--- src/rtl/calendar_pkg.sv ---
// Shared calendar constants and the Gregorian leap-year rule.
package calendar_pkg;

    localparam int unsigned DAY_W  = 5;
    localparam int unsigned MON_W  = 4;
    localparam int unsigned WDAY_W = 3;

    localparam logic [MON_W-1:0] JAN = 4'd1;
    localparam logic [MON_W-1:0] FEB = 4'd2;
    localparam logic [MON_W-1:0] MAR = 4'd3;
    localparam logic [MON_W-1:0] APR = 4'd4;
    localparam logic [MON_W-1:0] MAY = 4'd5;
    localparam logic [MON_W-1:0] JUN = 4'd6;
    localparam logic [MON_W-1:0] JUL = 4'd7;
    localparam logic [MON_W-1:0] AUG = 4'd8;
    localparam logic [MON_W-1:0] SEP = 4'd9;
    localparam logic [MON_W-1:0] OCT = 4'd10;
    localparam logic [MON_W-1:0] NOV = 4'd11;
    localparam logic [MON_W-1:0] DEC = 4'd12;

    localparam logic [WDAY_W-1:0] SUN = 3'd0;
    localparam logic [WDAY_W-1:0] MON = 3'd1;
    localparam logic [WDAY_W-1:0] TUE = 3'd2;
    localparam logic [WDAY_W-1:0] WED = 3'd3;
    localparam logic [WDAY_W-1:0] THU = 3'd4;
    localparam logic [WDAY_W-1:0] FRI = 3'd5;
    localparam logic [WDAY_W-1:0] SAT = 3'd6;

    localparam logic [1:0] SEL_DAY  = 2'd0;
    localparam logic [1:0] SEL_MON  = 2'd1;
    localparam logic [1:0] SEL_YEAR = 2'd2;
    localparam logic [1:0] SEL_WDAY = 2'd3;

    function automatic logic is_leap(input int unsigned y);
        return ((y % 400) == 0) || (((y % 100) != 0) && ((y % 4) == 0));
    endfunction

endpackage

--- src/rtl/calendar_month_len.sv ---
// Month length lookup; out-of-range months report 31.
module calendar_month_len
    import calendar_pkg::*;
#(
    parameter int unsigned YEAR_W = 14
) (
    input  logic [MON_W-1:0]  mon,
    input  logic [YEAR_W-1:0] year,
    output logic [DAY_W-1:0]  max_day
);

    always_comb begin
        max_day = 5'd31;
        case (mon)
            APR, JUN, SEP, NOV: max_day = 5'd30;
            FEB:                max_day = is_leap(32'(year)) ? 5'd29 : 5'd28;
            default:            max_day = 5'd31;
        endcase
    end

endmodule

--- src/rtl/calendar_date_counter.sv ---
// Day/month/year/weekday counter with front-panel adjust, self-recovery and year-wrap carry.
module calendar_date_counter
    import calendar_pkg::*;
#(
    parameter int unsigned YEAR_W     = 14,
    parameter int unsigned YEAR_MIN   = 2000,
    parameter int unsigned YEAR_MAX   = 2099,
    parameter int unsigned RESET_YEAR = 2000,
    parameter int unsigned RESET_WDAY = 6
) (
    input  logic                clk,
    input  logic                rst,
    input  logic                tick_day,
    input  logic                adj_en,
    input  logic [1:0]          adj_sel,
    input  logic                adj_up,
    input  logic                adj_down,
    output logic [DAY_W-1:0]    day,
    output logic [MON_W-1:0]    mon,
    output logic [YEAR_W-1:0]   year,
    output logic [WDAY_W-1:0]   wday,
    output logic [DAY_W-1:0]    max_day,
    output logic                carry_year
);

    localparam logic [YEAR_W-1:0] Y_MIN = YEAR_W'(YEAR_MIN);
    localparam logic [YEAR_W-1:0] Y_MAX = YEAR_W'(YEAR_MAX);
    localparam logic [YEAR_W-1:0] Y_RST = YEAR_W'(RESET_YEAR);
    localparam logic [WDAY_W-1:0] W_RST = WDAY_W'(RESET_WDAY);

    logic               step_up, step_down;
    logic               mon_bad, year_bad, day_bad;
    logic [MON_W-1:0]   cand_mon;
    logic [YEAR_W-1:0]  cand_year;
    logic [DAY_W-1:0]   cand_max;
    logic [DAY_W-1:0]   day_n;
    logic [MON_W-1:0]   mon_n;
    logic [YEAR_W-1:0]  year_n;
    logic [WDAY_W-1:0]  wday_n;
    logic               carry_n;

    calendar_month_len #(.YEAR_W(YEAR_W)) u_len_cur (
        .mon     (mon),
        .year    (year),
        .max_day (max_day)
    );

    // Length of the month the adjust would land in, so day clamps in the same cycle.
    calendar_month_len #(.YEAR_W(YEAR_W)) u_len_next (
        .mon     (cand_mon),
        .year    (cand_year),
        .max_day (cand_max)
    );

    always_comb begin
        step_up   = adj_up & ~adj_down;
        step_down = adj_down & ~adj_up;
        cand_mon  = mon;
        cand_year = year;
        if (adj_sel == SEL_MON) begin
            if (step_up)        cand_mon = (mon >= DEC) ? JAN : mon + 4'd1;
            else if (step_down) cand_mon = (mon <= JAN) ? DEC : mon - 4'd1;
        end else if (adj_sel == SEL_YEAR) begin
            if (step_up)        cand_year = (year >= Y_MAX) ? Y_MIN : year + YEAR_W'(1);
            else if (step_down) cand_year = (year <= Y_MIN) ? Y_MAX : year - YEAR_W'(1);
        end
    end

    always_comb begin
        day_n    = day;
        mon_n    = mon;
        year_n   = year;
        wday_n   = wday;
        carry_n  = 1'b0;
        mon_bad  = (mon < JAN) || (mon > DEC);
        year_bad = (year < Y_MIN) || (year > Y_MAX);
        day_bad  = (day == 5'd0) || (day > max_day);
        if (mon_bad || year_bad || day_bad) begin
            if (mon_bad)  mon_n  = JAN;
            if (year_bad) year_n = Y_MIN;
            if (day_bad)  day_n  = 5'd1;
        end else if (adj_en) begin
            if (step_up || step_down) begin
                case (adj_sel)
                    SEL_DAY: begin
                        if (step_up) day_n = (day >= max_day) ? 5'd1 : day + 5'd1;
                        else         day_n = (day <= 5'd1) ? max_day : day - 5'd1;
                    end
                    SEL_MON, SEL_YEAR: begin
                        mon_n  = cand_mon;
                        year_n = cand_year;
                        if (day > cand_max) day_n = cand_max;
                    end
                    default: begin
                        if (step_up) wday_n = (wday >= SAT) ? SUN : wday + 3'd1;
                        else         wday_n = (wday == SUN) ? SAT : wday - 3'd1;
                    end
                endcase
            end
        end else if (tick_day) begin
            wday_n = (wday >= SAT) ? SUN : wday + 3'd1;
            if (day < max_day) begin
                day_n = day + 5'd1;
            end else begin
                day_n = 5'd1;
                if (mon == DEC) begin
                    mon_n = JAN;
                    if (year == Y_MAX) begin
                        year_n  = Y_MIN;
                        carry_n = 1'b1;
                    end else begin
                        year_n = year + YEAR_W'(1);
                    end
                end else begin
                    mon_n = mon + 4'd1;
                end
            end
        end
    end

    always_ff @(posedge clk or posedge rst) begin
        if (rst) begin
            day        <= 5'd1;
            mon        <= JAN;
            year       <= Y_RST;
            wday       <= W_RST;
            carry_year <= 1'b0;
        end else begin
            day        <= day_n;
            mon        <= mon_n;
            year       <= year_n;
            wday       <= wday_n;
            carry_year <= carry_n;
        end
    end

endmodule

--- config.mk ---
export PLATFORM = sky130hd
export DESIGN_NAME = calendar_date_counter
export DESIGN_NICKNAME = d
export VERILOG_FILES = /design/src/rtl/calendar_pkg.sv /design/src/rtl/calendar_month_len.sv /design/src/rtl/calendar_date_counter.sv
export SDC_FILE = /design/constraint.sdc
export NUM_CORES = 1
export LEC_CHECK = 0
export CORE_UTILIZATION = 60
export DETAILED_ROUTE_END_ITERATION = 8
export GPL_TIMING_DRIVEN = 0
export HOLD_SLACK_MARGIN = 0.12
export PLACE_DENSITY_LB_ADDON = 0.2
export SYNTH_ARGS = -nofsm -noshare
export SYNTH_HDL_FRONTEND = slang
export SYNTH_SLANG_ARGS = --single-unit
export TNS_END_PERCENT = 30
--- constraint.sdc ---
create_clock -name clk -period 11.8 [get_ports clk]
set_clock_uncertainty 0.2 [all_clocks]
set_input_delay 2.95 -clock clk [delete_from_list [all_inputs] [get_ports clk]]
set_output_delay 2.95 -clock clk [all_outputs]
set_load 0.02 [all_outputs]
# ---- Word-level counts from Yosys, hierarchy flattened
# Cells that the tools add are included.
dict set report totals {
  regBits 27
  output_inout_bits 32
  word_cells 146
}
dict set report classes {
  addsub 8
  div_mod_pow 4
  n_lt_le_gt_ge 14
  eq_ne 24
  n_mux 56
  bitwise_logic 5
  reduce_logical 30
}
# op n
set op_table {}
lappend op_table {{two-way mux 14 bit} 15}
lappend op_table {{zero test 32 bit} 4}
lappend op_table {{remainder unit 14 x 7 -> 32 bit (second input constant)} 2}
lappend op_table {{remainder unit 14 x 9 -> 32 bit (second input constant)} 2}
lappend op_table {{nonzero test 32 bit} 2}
lappend op_table {{two-way mux 4 bit} 13}
lappend op_table {{two-way mux 5 bit} 10}
lappend op_table {{case mux 5 bit (2 select lines)} 3}
lappend op_table {{two-way mux 3 bit} 7}
lappend op_table {{equality test 4 bit (second input constant)} 5}
lappend op_table {{equality test 4 x 3 -> 1 bit (second input constant)} 4}
lappend op_table {{adder 14 x 1 -> 14 bit (second input constant)} 1}
lappend op_table {{equality test 14 x 12 -> 1 bit (second input constant)} 1}
lappend op_table {{>= comparator 14 x 12 -> 1 bit (second input constant)} 1}
lappend op_table {{greater-than comparator 14 x 12 -> 1 bit (second input constant)} 1}
lappend op_table {{less-or-equal comparator 14 x 11 -> 1 bit (second input constant)} 1}
lappend op_table {{< comparator 14 x 11 -> 1 bit (second input constant)} 1}
lappend op_table {{subtractor 14 x 1 -> 14 bit (second input constant)} 1}
lappend op_table {{greater-than comparator 5 bit} 2}
lappend op_table {{AND reduction 5 bit} 2}
lappend op_table {{equality test 4 x 2 -> 1 bit (second input constant)} 2}
lappend op_table {{logical OR 1 bit} 8}
lappend op_table {{two-way mux 1 bit} 8}
lappend op_table {{!= test 2 bit (second input constant)} 4}
lappend op_table {{34 further kinds} 41}

# ---- Logic depth before layout (Yosys ltp)
dict set report depth {
  ltp_word 18
  mapped_depth 44
  depth_no_buf 42
}

# ---- Cells and area by module
# From an unflattened synthesis, not the netlist that was laid out.
dict set report hier_totals {
  hier_cells 918
  hier_area_um2 6866.6
}
# mod n_inst cells_each area_each_um2 seq_area_each_um2
set by_module_without_submodules {}
lappend by_module_without_submodules {calendar_date_counter 1 464 3473.3 688.2}
lappend by_module_without_submodules {calendar_month_len 2 227 1696.6 0.0}

# ---- Worst setup path after synthesis
# OpenSTA, ideal clock, no wires.
dict set report synth_path {
  kind {input to register}
  startpoint {input port adj_up}
  endpoint {register day[0]}
  setup_time_ns 0.085
  arrival_ns 10.876
  required_ns 11.515
  slack_ns 0.639
  path_stages 40
  n_path_buf 0
  path_cell_list {inv_1 -> ha_1 -> nor4b_4 -> nand3_1 -> o41ai_2 -> o2111ai_2 -> nand2_1 -> nor2_1 -> a21oi_1 -> ha_1 -> o21ai_2 -> o41a_1 -> nand3_1 -> mux2i_1 -> nand4_1 -> o21ai_0 -> nand4_1 -> a31oi_4 -> (+4 left out) -> o211a_2 -> a211oi_1 -> mux2i_1 -> a31oi_1 -> nor3b_1 -> a21oi_1 -> ha_1 -> a21oi_1 -> a21oi_1 -> o31ai_1 -> a31oi_1 -> inv_1 -> o311ai_0 -> nand2b_1 -> a211oi_1 -> a41o_1 -> nor2_1 -> nand3b_1}
}
dict set report synth_via {
  elab_chain_len 17
  elab_cells_between_ends 36
}
# element line
set synth_rtl {}
lappend synth_rtl {{from (decl)} calendar_date_counter.sv:16} ;# input logic adj_up,
lappend synth_rtl {{parallel branches: the longest is 17 deep, another holds remainder unit 14 x 7 -> 32 bit} -}
lappend synth_rtl {{to (signal assigned)} calendar_date_counter.sv:129} ;# day <= day_n;
lappend synth_rtl {{to (decl)} calendar_date_counter.sv:18} ;# output logic [DAY_W-1:0] day,
# Parallel ways; which one is timed is not known. The select of a mux whose other input is x is not followed.
# A chain may end at the register's enable or synchronous reset.

# ---- Final worst setup path
# Same ends and word-level chain as after synthesis.

==> impl_metrics.toml <==
[floorplanning]
dieArea_um2 = 11800
die_h_um = 109
num_io_pins = 40
num_rows = 38
core_area_um2 = 11000
start_util_pct = 62.2
die-width_um = 109

[placement]
dp_cells = 1161
portBuffers = 36
dp_hpwl_mm = 16.5
place_congestion = 1.01

[clocking]
numCtsBuffers = 3
clock_latency_ns = 0.27
cts_hold_buf = 0
cts_root_buf = "clkbuf_16"
htreeDepth = 1
numClockSinks = 27
clock_path_buffers = 2
clkTransAtPathRegs_ns = 0.07
cts_tree = "done"

[critical_path]
crit_required_ns = 11.78
cpPeakStageDelay_ns = 0.45
crit_type = "primary input to flop"
critPathSlowestCell = "nor4_2"
worst-path-max-fanout = 10
arrival_ns = 11.53
cp.depth = 43
r2r_setup_slack_ns = 1.25
cp-start-kind = "primary input"
critPathTopFamily = "compound AO/OA/AOI/OAI gates"
reg2regPathDepth = 37
rr_startpoint = "year[11]"
r2r_end = "year[4]"
path_buf_inv = 9
end_kind = "flop"

[synthesis]
synth_cells = 982
synth_cell_types = 112
syn_area_um2 = 6830
synth-adder-area-share_pct = 4.98
synth_top_area_share_pct = 6.23
ys.flop_type = "dfrtp_1"
async_flop_share_pct = 100
yosys.area.top_type = "dfrtp_1"
synth-edff-count = 0
synthMuxAreaShare_pct = 2.45
synth_xor_area_share_pct = 2.80
synth_top_family_by_area = "compound AO/OA/AOI/OAI gates"
yosys-top-cells-count = "nand2_1, nor2_1, a21oi_1"
synth_seq_area_share_pct = 10.1
yosys_warnings = 0
synth.area.top_cells = "dfrtp_1, a21oi_1, nand2_1"
synth_compound_area_share_pct = 43.0
synth-simple-area-share_pct = 30.2
syn-mean-instance-area_um2 = 6.96
yosysMostFrequentCell = "nand2_1"
synth_seq_cells = 27

[min_path]
hold_path.class = "flop to flop"
hp-start = "wday[2]"
whs_path_depth = 2
hold_path_end = "wday[2]"

[grt]
grt_pass1_vias = 7495
grt_overflow = 0
grt_pass1_wl_mm = 35.8
antenna_found_initial = 0
grt_max_degree = 28
track_usage_pct = 37.0

[timing]
post-route-period-util_pct = 97.8
finalCriticalPeriod_ns = 11.54
setup_viol = 0
fin_tns_setup_ns = 0
max_freq_ghz = 0.0866
hold_viol = 0
slew_viol_final = 0
rsz0062_at_grt = "yes"
slew_headroom_pct = 29.4
worst_slew_pin_slew_ns = 1.06

[layout]
antenna_cells = 0
layout.cells.non_filler = 1192
final_util_pct = 73.1
drive_gt1_share_pct = 17.2
syn2layout_area_growth_pct = 17.6
nets = 1085

[routing]
wl_per_cell_um = 19.4
num_vias = 8726
wl_mm = 23.1
via_per_inst = 7.32
ant_nets = 0
drtIter0Drc = 1187
dr.pass1.iters = 6
drc = 0

[flow_run]
maxCapViolCount = 0

[run_status]
status = "finished, final reports clean"

[power_and_ir_drop]
p_leak_nw = 3.04
irDropWorstVdd_mv = 0.119
powerDensity_nw_per_um2 = 134
cell families after synthesis:
kind of cell / after synthesis
multiplexers: 16
other: 2
buffers and inverters: 99
AND/OR/NAND/NOR: 396
adder cells (fa/ha/maj): 28
AO/OA/AOI/OAI: 393
flip-flops: 27
XOR/XNOR: 21
timing repair:
action / CTS / global route
buffers inserted: 16 / 12
pin swaps: 14 / 19
resized for setup: 40 / 48
setup endpoints to repair: 5 / 6
worst min-delay path: stages (launching register included):
cell and delay [ns]:
dfstp_2 0.39, inv_1 0.06, o21ai_0 0.08
layout make-up:
class	instances	area (µm²)
multi-input cells	859	6050
fillers	915	2950
flip-flops and latches	27	688
repair buffers	64	573
plain buffers	63	328
well taps	140	175
inverters	35	131
clock buffers	3	75.1
clock inverters	1	7.51
stage by stage:
step / total power [mW] / setup slack [ns] / area, µm² / hold WS, ns
after CTS: 1.01 / 0.0149 / 7720 / 0.351
after detailed placement: 0.892 / -1.57 / 7380 / 0.338
after floorplan: 0.716 / 0.639 / 6840 / 0.344
final: 1.08 / 0.258 / 8030 / 0.342
after global placement: 0.880 / -1.55 / 7380 / 0.330
after global routing: 1.15 / -0.135 / 8030 / 0.373
cell usage in the layout, fill, tap and decap left out, types with 10 or more instances in the layout:
cell type,synthesis,layout
a211oi_1,17,15
a21o_1,14,14
a21oi_1,71,67
a31oi_1,22,19
and2_1,15,15
and3_1,19,19
buf_2,20,19
buf_4,4,33
clkbuf_1,34,30
clkdlybuf4s50_1,0,32
dfrtp_1,17,17
dfstp_2,10,10
ha_1,24,20
inv_1,34,31
mux2i_1,13,10
nand2_1,87,83
nand2b_1,11,10
nand3_1,57,55
nand4_1,10,10
nor2_1,85,82
nor3_1,36,31
nor4_1,14,11
o2111ai_1,11,10
o211ai_1,10,10
o21a_1,12,12
o21ai_0,57,55
o22ai_1,16,16
o31ai_1,15,13
xnor2_1,15,14
how the worst max path moves through the flow:
stage,slack [ns],start,to
3_3_place_gp,-1.55,adj_sel[1],day[0]
4_1_cts,0.01,adj_up,day[0]
3_5_place_dp,-1.57,adj_sel[1],day[0]
2_1_floorplan,0.64,adj_up,day[0]
6_report,0.26,adj_up,day[0]
5_1_grt,-0.14,adj_up,day[0]
where the power goes:
| part | switching [mW] | internal (mW) |
|---|---|---|
| Sequential | 0.0278 | 0.114 |
| Clock | 0.0347 | 0.0462 |
| Combinational | 0.512 | 0.342 |
| Total | 0.575 | 0.502 |
metal layers:
metal / wire (µm) / GRT usage, %
met4: 706 / 12.2
met2: 10600 / 61.2
met1: 9530 / 49.5
met3: 2240 / 4.78
met5: 0 / 0
flip-flops by register name (all words and copies together) (netlist names):
signal,count
day,5
year,14
mon,4
carry_year,1
wday,3
No activity file was read; power rests on OpenSTA's default activity.
